<file path="config.mk">
export PLATFORM = sky130hd
export DESIGN_NAME = queue_sync_flat
export DESIGN_NICKNAME = d
export VERILOG_FILES = /design/src/rtl/queue_sync_if.sv /design/src/rtl/queue_sync.sv /design/src/flat_wrapper.sv
export SDC_FILE = /design/constraint.sdc
export NUM_CORES = 1
export LEC_CHECK = 0
export CAP_MARGIN = 5
export CORE_MARGIN = 4
export CORE_UTILIZATION = 25
export CTS_CLUSTER_SIZE = 24
export DETAILED_ROUTE_END_ITERATION = 10
export HOLD_SLACK_MARGIN = 0.12
export SLEW_MARGIN = 20
export SYNTH_ARGS = -nofsm -noshare
export SYNTH_HDL_FRONTEND = slang
export SYNTH_SLANG_ARGS = --single-unit
</file>
<file path="constraint.sdc">
create_clock -name clk -period 4.1 [get_ports clk]
set_clock_uncertainty 0.15 [all_clocks]
set_input_delay 0.82 -clock clk [delete_from_list [all_inputs] [get_ports clk]]
set_output_delay 0.82 -clock clk [all_outputs]
set_load 0.03 [all_outputs]
</file>
<file path="src/rtl/queue_sync_if.sv">
// queue_sync_if: FIFO handshake/status bundle for queue_sync.
// master = producer/consumer side, slave = the queue itself.
interface queue_sync_if #(
    parameter int WIDTH = 8,
    parameter int DEPTH = 64
);
    localparam int LW = $clog2(DEPTH) + 1;

    logic             clr;
    logic             wr_en;
    logic [WIDTH-1:0] wr_data;
    logic             rd_en;
    logic [WIDTH-1:0] rd_data;
    logic             full;
    logic             empty;
    logic             almost_full;
    logic             almost_empty;
    logic [LW-1:0]    level;
    logic             overflow;
    logic             underflow;

    modport master (
        output clr, wr_en, wr_data, rd_en,
        input  rd_data, full, empty, almost_full, almost_empty,
               level, overflow, underflow
    );

    modport slave (
        input  clr, wr_en, wr_data, rd_en,
        output rd_data, full, empty, almost_full, almost_empty,
               level, overflow, underflow
    );
endinterface

</file>
<file path="src/rtl/queue_sync.sv">
// queue_sync: single-clock parametrised FIFO for USB endpoint buffering.
// All DEPTH entries usable, occupancy level, almost flags, synchronous flush,
// sticky overflow/underflow.
// Build option: define QUEUE_SYNC_FWFT_EN for first-word-fall-through reads
// (combinational rd_data from distributed RAM); default is a registered read
// from block RAM.
module queue_sync #(
    parameter int WIDTH        = 8,
    parameter int DEPTH        = 64,
    parameter int AFULL_LEVEL  = 56,
    parameter int AEMPTY_LEVEL = 8
) (
    input logic          clk,
    input logic          rst,
    queue_sync_if.slave  q
);
    localparam int AW = $clog2(DEPTH);
    localparam int PW = AW + 1;

`ifdef QUEUE_SYNC_FWFT_EN
    (* ram_style = "distributed" *) logic [WIDTH-1:0] mem [DEPTH];
`else
    (* ram_style = "block" *) logic [WIDTH-1:0] mem [DEPTH];
`endif

    logic [PW-1:0] wptr;
    logic [PW-1:0] rptr;
    logic [PW-1:0] cnt;
    logic          ovf;
    logic          unf;
    logic          full_i;
    logic          empty_i;
    logic          wr_acc;
    logic          rd_acc;

    assign full_i  = (cnt == PW'(DEPTH));
    assign empty_i = (cnt == '0);
    assign wr_acc  = q.wr_en & ~full_i;
    assign rd_acc  = q.rd_en & ~empty_i;

    // Pointers, occupancy and sticky error flags; clr outranks any request.
    always_ff @(posedge clk or negedge rst) begin
        if (!rst) begin
            wptr <= '0;
            rptr <= '0;
            cnt  <= '0;
            ovf  <= 1'b0;
            unf  <= 1'b0;
        end else if (q.clr) begin
            wptr <= '0;
            rptr <= '0;
            cnt  <= '0;
            ovf  <= 1'b0;
            unf  <= 1'b0;
        end else begin
            if (wr_acc) wptr <= wptr + PW'(1);
            if (rd_acc) rptr <= rptr + PW'(1);
            case ({wr_acc, rd_acc})
                2'b10:   cnt <= cnt + PW'(1);
                2'b01:   cnt <= cnt - PW'(1);
                default: cnt <= cnt;
            endcase
            if (q.wr_en && full_i)  ovf <= 1'b1;
            if (q.rd_en && empty_i) unf <= 1'b1;
        end
    end

    // Storage write port; contents are intentionally not reset.
    always_ff @(posedge clk) begin
        if (wr_acc && !q.clr) mem[wptr[AW-1:0]] <= q.wr_data;
    end

`ifdef QUEUE_SYNC_FWFT_EN
    assign q.rd_data = mem[rptr[AW-1:0]];
`else
    logic [WIDTH-1:0] rd_q;

    // Registered read: head word captured on the edge of an accepted read.
    always_ff @(posedge clk or negedge rst) begin
        if (!rst) begin
            rd_q <= '0;
        end else if (q.clr) begin
            rd_q <= '0;
        end else if (rd_acc) begin
            rd_q <= mem[rptr[AW-1:0]];
        end
    end

    assign q.rd_data = rd_q;
`endif

    assign q.full         = full_i;
    assign q.empty        = empty_i;
    assign q.almost_full  = (cnt >= PW'(AFULL_LEVEL));
    assign q.almost_empty = (cnt <= PW'(AEMPTY_LEVEL));
    assign q.level        = cnt;
    assign q.overflow     = ovf;
    assign q.underflow    = unf;
endmodule
</file>
<file path="src/flat_wrapper.sv">
// flat-port wrapper written by rule: the top's interface ports become plain ports
module queue_sync_flat 
#(
    parameter int WIDTH        = 8,
    parameter int DEPTH        = 64,
    parameter int AFULL_LEVEL  = 56,
    parameter int AEMPTY_LEVEL = 8
)
  (clk, rst, q_clr, q_wr_en, q_wr_data, q_rd_en, q_rd_data, q_full, q_empty, q_almost_full, q_almost_empty, q_level, q_overflow, q_underflow);
  queue_sync_if #(.WIDTH(WIDTH), .DEPTH(DEPTH)) q_i ();
  input logic clk;
  input logic rst;
  input wire logic [$bits(q_i.clr)-1:0] q_clr;
  input wire logic [$bits(q_i.wr_en)-1:0] q_wr_en;
  input wire logic [$bits(q_i.wr_data)-1:0] q_wr_data;
  input wire logic [$bits(q_i.rd_en)-1:0] q_rd_en;
  output wire logic [$bits(q_i.rd_data)-1:0] q_rd_data;
  output wire logic [$bits(q_i.full)-1:0] q_full;
  output wire logic [$bits(q_i.empty)-1:0] q_empty;
  output wire logic [$bits(q_i.almost_full)-1:0] q_almost_full;
  output wire logic [$bits(q_i.almost_empty)-1:0] q_almost_empty;
  output wire logic [$bits(q_i.level)-1:0] q_level;
  output wire logic [$bits(q_i.overflow)-1:0] q_overflow;
  output wire logic [$bits(q_i.underflow)-1:0] q_underflow;
  assign q_i.clr = q_clr;
  assign q_i.wr_en = q_wr_en;
  assign q_i.wr_data = q_wr_data;
  assign q_i.rd_en = q_rd_en;
  assign q_rd_data = q_i.rd_data;
  assign q_full = q_i.full;
  assign q_empty = q_i.empty;
  assign q_almost_full = q_i.almost_full;
  assign q_almost_empty = q_i.almost_empty;
  assign q_level = q_i.level;
  assign q_overflow = q_i.overflow;
  assign q_underflow = q_i.underflow;
  queue_sync #(.WIDTH(WIDTH), .DEPTH(DEPTH), .AFULL_LEVEL(AFULL_LEVEL), .AEMPTY_LEVEL(AEMPTY_LEVEL)) u_core (.clk(clk), .rst(rst), .q(q_i));
endmodule
</file>
==> summary.txt <==
Pwr
  – Power per cell area: 550 mW/mm^2
  – VDD IR max: 339 uV
  – Cell leakage power: 7.94 nW

Worst setup path
  – Flop2flop setup slack: 710 ps
  – Reg-to-reg critical path startpoint: u_core.q.level[3]
  – CP max stage delay: 730 ps
  – Reg2Reg Depth: 11
  – Startpoint class of the critical path: flip-flop
  – CP endpoint kind: primary output
  – Largest fanout on the critical path: 9
  – Arr. time, crit path: 2830 ps
  – RR Endpoint: u_core.q.level[6]
  – Worst path slowest cell: clkdlybuf4s50_1
  – CP Data Required Time: 3130 ps
  – WS Path Type: flip-flop to primary output
  – Worst-path cell chain: nor4_1, and3_1, clkdlybuf4s50_1

Global route
  – Largest net degree at the start of global routing: 51
  – Overflow after GRT: 0
  – First-pass GRT wire length: 76,000 um
  – Antenna violations before repair: 4
  – Vias in the first global route: 11,232
  – Overall routing resource usage: 11.3%

Floorplanning
  – # rows: 107
  – Die Ht: 301 um
  – Die ar.: 0.0903 sq mm
  – Initial core utilization: 25.2%
  – Ports: 34
  – Core Area: 0.0850 sq mm
  – Die W: 301 um

Clocking
  – CTS Buf Count: 52
  – Postcts setup bufs: 0
  – Clock Tree Buf Depth: 3
  – Later-pin clock latency in the skew report: 600 ps
  – CTS tree: built
  – CTS root buf: clkbuf_16
  – CTS Hold Buffers Added: 0
  – Htree depth: 2
  – Post-CTS Resized: 0
  – CTS sink count: 541
  – Worst-path clk slew: 70 ps

Detailed routing
  – Initial DRC count: 1,153
  – ANT nets after route: 0
  – Via/cell ratio: 4.57
  – Routed len/inst: 21.1 um
  – WL final: 51,600 um
  – Vias: 11,163
  – DRC: 0
  – Drt first pass iters: 5

Job
  – MaxCap Viol Count: 0

Worst hold path
  – Hold depth: 2
  – Hold crit path type: flip-flop to flip-flop
  – HP Start: u_core.q.underflow
  – Hold endpoint: u_core.q.underflow

STA
  – Tcrit/Tclk final: 92.7%
  – Worst-Margin Slew: 1110 ps
  – Fin. max-slew vios: 0
  – Final WS setup: 298 ps
  – Worst hold slack: 352 ps
  – Hold Violations, Final: 0
  – Setup-failing EPs final: 0
  – Setup_tns: 0 ps
  – Minimum clock period: 3800 ps
  – Achievable clock frequency: 263 MHz
  – Unrepaired setup endpoints after global routing: no
  – Slew HR: 26.0%

Synthesis
  – Part of the Yosys area used for sequential elements: 75.3%
  – Mapped Cells: 1,125
  – Synth Cell Area: 0.0214 sq mm
  – Unique cell type count in the Yosys netlist: 55
  – Async set-reset flop share out of synthesis: 5.36%
  – EDFF count, synth: 512
  – Flops & latches, synth: 541
  – Main synth FF type: edfxtp_1
  – Syn avg cell area: 19.0 sq um
  – YS warnings: 0
  – Syn nets: 1,142

Placed design
  – Final HPWL DP: 32,600 um
  – I/O Buffers: 33
  – DP Worst Slack: 527 ps
  – Placer Congestion: 0.842

Cells and area
  – Layout cell share with drive strength beyond 1: 24.2%
  – Highest-count cells in the layout ignoring fill and taps: edfxtp_1, buf_4, mux4_2, nor2_1, mux2i_1
  – Leading cell type in the layout, fill and taps excluded: edfxtp_1
  – Area delta synth->final: 18.5%
  – Number of nets in the layout: 1,272

Status
  – Outcome: finished clean
where the power goes:
group	switching, mW	total, mW	internal (mW)	leakage, nW
logic	1.44	2.70	1.26	2.11
clock network	2.01	4.85	2.84	0.838
registers	0.253	6.39	6.14	4.99
worst max-delay path by stage:
stage / from / to / slack [ps] / depth (start not counted)
4_1_cts: u_core.q.level[3] / q_full / 330 / 3
2_1_floorplan: u_core.q.level[3] / u_core.q.level[6] / 790 / 13
5_1_grt: u_core.q.level[3] / q_full / 220 / 3
3_5_place_dp: q_rd_en / u_core.q.level[6] / 530 / 11
3_3_place_gp: q_rd_en / u_core.q.level[6] / 560 / 11
6_report: u_core.q.level[3] / q_full / 300 / 3
registers in the layout (all words and copies together) (netlist names):
signal              cells
u_core.rptr             6
u_core.q.level          7
u_core.q.rd_data        8
u_core.q.overflow       1
u_core.wptr             6
u_core.q.underflow      1
u_core.mem            512
kinds of logic after synthesis:
logic type	Yosys count	share of synthesized area, %
mux	173	14.2
fa+ha+maj	4	0.234
simple gates	217	4.70
compound gates	102	3.23
flops	541	75.3
xor+xnor	15	0.614
buf+inv	73	1.78
synth_stat cells, types with 5 or more instances:
master	n	area, sq um
mux2i_1	66	661
buf_4	16	120
a211oi_1	7	52.6
o221ai_1	5	43.8
nand3_1	31	155
or3_1	5	31.3
nand2_1	37	139
o21ai_0	13	65.1
mux4_2	104	2340
o22ai_1	19	119
xnor2_1	6	52.6
buf_6	5	56.3
a21oi_1	16	80.1
a22oi_1	21	158
buf_1	8	30.0
dfrtp_1	29	726
inv_1	5	18.8
xor2_1	9	78.8
nand4_1	8	50.1
nor2_1	98	368
buf_2	8	40.0
edfxtp_1	512	15400
clkbuf_1	31	116
nor3_1	6	30.0
layout make-up:
type | instances | area, sq um
clock buffers | 64 | 1350
flip-flops and latches | 541 | 16100
inverters | 5 | 18.8
repair buffers | 144 | 1150
well taps | 1144 | 1430
diodes | 2 | 5.00
multi-input cells | 511 | 4920
clock inverters | 33 | 372
fillers | 8274 | 59700
critical path, delay by kind of cell, from the launching register on:
family / cells / cell delay [ps]
DFF: 1 / 470
and+or+nand+nor: 2 / 1030
buffers and inverters: 1 / 730
metal layers:
| layer | vias to the layer above | global-route usage, % | share of wire, % |
|---|---|---|---|
| met2 | 421 | 17.6 | 46 |
| met4 | 4 | 3.55 | 2.7 |
| li1 | 4813 | - | - |
| met1 | 5837 | 16.1 | 44 |
| met5 | - | 0 | 0.052 |
| met3 | 88 | 2.18 | 7.5 |
stage by stage:
step	area (sq um)	utilization (%)	cells	total power, mW
floorplan	21400	-	1125	8.37
finish	25300	29.8	2444	13.9
CTS	25300	29.8	2442	14.1
detailed placement	23600	27.8	2345	9.23
global route	25300	29.8	2442	14.5
global placement	23600	27.8	2345	9.21
(Power assumes the default switching activity.)
==> variant, RTL diff (config.mk and constraints unchanged) <==
`WIDTH` is set to 8 in 3 places; all go to 6.
--- a/src/rtl/queue_sync_if.sv
+++ b/src/rtl/queue_sync_if.sv
@@ -1,7 +1,7 @@
 // queue_sync_if: FIFO handshake/status bundle for queue_sync.
 // master = producer/consumer side, slave = the queue itself.
 interface queue_sync_if #(
-    parameter int WIDTH = 8,
+    parameter int WIDTH = 6,
     parameter int DEPTH = 64
 );
     localparam int LW = $clog2(DEPTH) + 1;
--- a/src/rtl/queue_sync.sv
+++ b/src/rtl/queue_sync.sv
@@ -5,7 +5,7 @@
 // (combinational rd_data from distributed RAM); default is a registered read
 // from block RAM.
 module queue_sync #(
-    parameter int WIDTH        = 8,
+    parameter int WIDTH        = 6,
     parameter int DEPTH        = 64,
     parameter int AFULL_LEVEL  = 56,
     parameter int AEMPTY_LEVEL = 8
--- a/src/flat_wrapper.sv
+++ b/src/flat_wrapper.sv
@@ -1,7 +1,7 @@
 // flat-port wrapper written by rule: the top's interface ports become plain ports
 module queue_sync_flat 
 #(
-    parameter int WIDTH        = 8,
+    parameter int WIDTH        = 6,
     parameter int DEPTH        = 64,
     parameter int AFULL_LEVEL  = 56,
     parameter int AEMPTY_LEVEL = 8
Interface: changed (resized q_rd_data and q_wr_data); port bits go from 34 to 30. No check against the original RTL was run, so the function may have changed too.
==> variant against the original RTL <==
- non-clock buffer count decreased by 47
- worst setup slack about the same
- routed wire length decreased by 25%
- core utilization decreased by 0.095 points
- count of clock-buffer cells in the layout decreased by 7
- power decreased by 24%
- register-to-register slack got worse by 0.40 ns
- synthesized area decreased by 22%
- critical path depth unchanged
- sequential cell count decreased by 130
- first-iteration DRC count decreased by 33%
- design area decreased by 23%
- critical path type unchanged
==> variant: results (changes against the original RTL) <==
[power]
p_leak_nw=6.16  ; -23%
switchingPower_mw=2.79  ; -25%
ir_drop_mv=0.319  ; -5.7%

[global_route]
grt.total_usage_pct=10.8  ; -0.49 points
grt_pass1_vias=9157  ; -18%
antenna_found_initial=3  ; -1

[final_layout]
drive_above_1_share_pct=22.4  ; -1.7 points
nets=1038  ; -18%
largest_register_ffs=384  ; -25%
n_antenna_cell=0  ; -2

[placed_design]
port_buffers=29  ; -12%
place.gp.congestion=0.827  ; -1.8%
dp_hpwl_um=25200  ; -23%

[yosys]
synth_cell_type_count=61  ; +11%
synth_edf_count=384  ; -25%
synth_adder_area_share_pct=0.300  ; +0.066 points
yosys-top-cells-area=edfxtp_1 (69%), mux4_2 (8.0%), dfrtp_1 (4.0%), mux2i_1 (2.7%), nor2_1 (2.3%)
synthTopCellsByCount=edfxtp_1 (384), nor2_1 (104), mux4_2 (59)
synth_nets=954  ; -16%
async_flop_share_pct=6.57  ; +1.2 points
synthXorXnorAreaFrac_pct=0.630  ; +0.016 points

[routing]
num_vias=8874  ; -21%
drtIter0Drc=776  ; -33%

[setup_path]
reg2reg_depth=10  ; -1
cp_max_fo=8  ; -1
reg2reg_from=u_core.q.level[0]
max_stage_delay_ns=0.77  ; +0.04 ns
rrSetupSlack_ns=0.31  ; -0.40 ns

[worst_hold_path]
hold-path-endpoint=u_core.q.overflow
hp-start=u_core.q.overflow

[outcome]
status=completed

[clock_tree]
cts_buffers=43  ; -17%
worstSkewPairLatency_ns=0.54  ; -0.06 ns

[sta]
worstMarginPinSlew_ns=1.11  ; -0.00412 ns

-- variant: cell types whose count changed in the layout (fill, tap and decap cells not counted), sizes merged, moves of 8 or more --
cell	change
o22ai	+11
mux4	-45
a211o	+10
a22oi	-20
o221ai	+13
nor2b	+13
mux2	+30
clkinv	-10
a21o	+8
mux2i	-21
buf	-45
edfxtp	-128
nand2	-22
nand3	-21
-- variant: layout make-up --
type	instances	area, um2
fill	6414	46400
sequential	411	12200
multi-input combinational	465	4120
clock buffer	57	1150
tap	864	1080
timing repair buffer	97	796
clock inverter	21	236
inverter	5	18.8
-- variant: kinds of logic after synthesis --
group           Yosys count
flops                   411
simple gates            189
mux                     137
compound gates          123
buf+inv                  63
xor+xnor                 12
fa+ha+maj                 4
-- variant: worst max-delay path by stage --
stage          slack (ns)                end  cells past startpoint
2_1_floorplan        0.54  u_core.q.level[6]                     13
3_3_place_gp         0.35  u_core.q.level[6]                     10
3_5_place_dp         0.35  u_core.q.level[6]                     10
4_1_cts              0.32             q_full                      3
5_1_grt              0.18  u_core.q.level[6]                     10
6_report             0.30             q_full                      3
-- variant: metrics by stage --
step | setup WS, ns | instances | cell area [um2] | utilization (%) | hold WS, ns
after floorplan | 0.541 | 939 | 16700 | - | 0.374
after global placement | 0.353 | 1842 | 18200 | 27.6 | 0.359
after detailed placement | 0.350 | 1842 | 18200 | 27.6 | 0.376
after CTS | 0.325 | 1920 | 19600 | 29.7 | 0.391
after global routing | 0.178 | 1920 | 19600 | 29.7 | 0.426
final | 0.298 | 1920 | 19600 | 29.7 | 0.377
-- variant: power groups by stage --
stage	Clock, mW	Combinational (mW)	Sequential [mW]
global route	4.10	2.05	4.86
detailed placement	0	1.92	4.94
finish	3.85	1.91	4.85
CTS	3.92	1.93	4.85
floorplan	0	1.33	4.92
global placement	0	1.90	4.93
-- variant: critical path, delay by kind of cell (launching register included) --
family | cells | cell delay [ns]
flops | 1 | 0.49
buf+inv | 1 | 0.77
simple gates | 2 | 1.04
-- variant: metal layers --
metal	wire length (um)	global-route usage [%]	vias up	part of all wire [%]
li1	-	-	3937	-
met1	17100	14.8	4588	44
met2	17800	16.8	259	46
met3	2770	3.11	84	7.1
met4	1100	3.28	6	2.8
met5	34	0	-	0.088
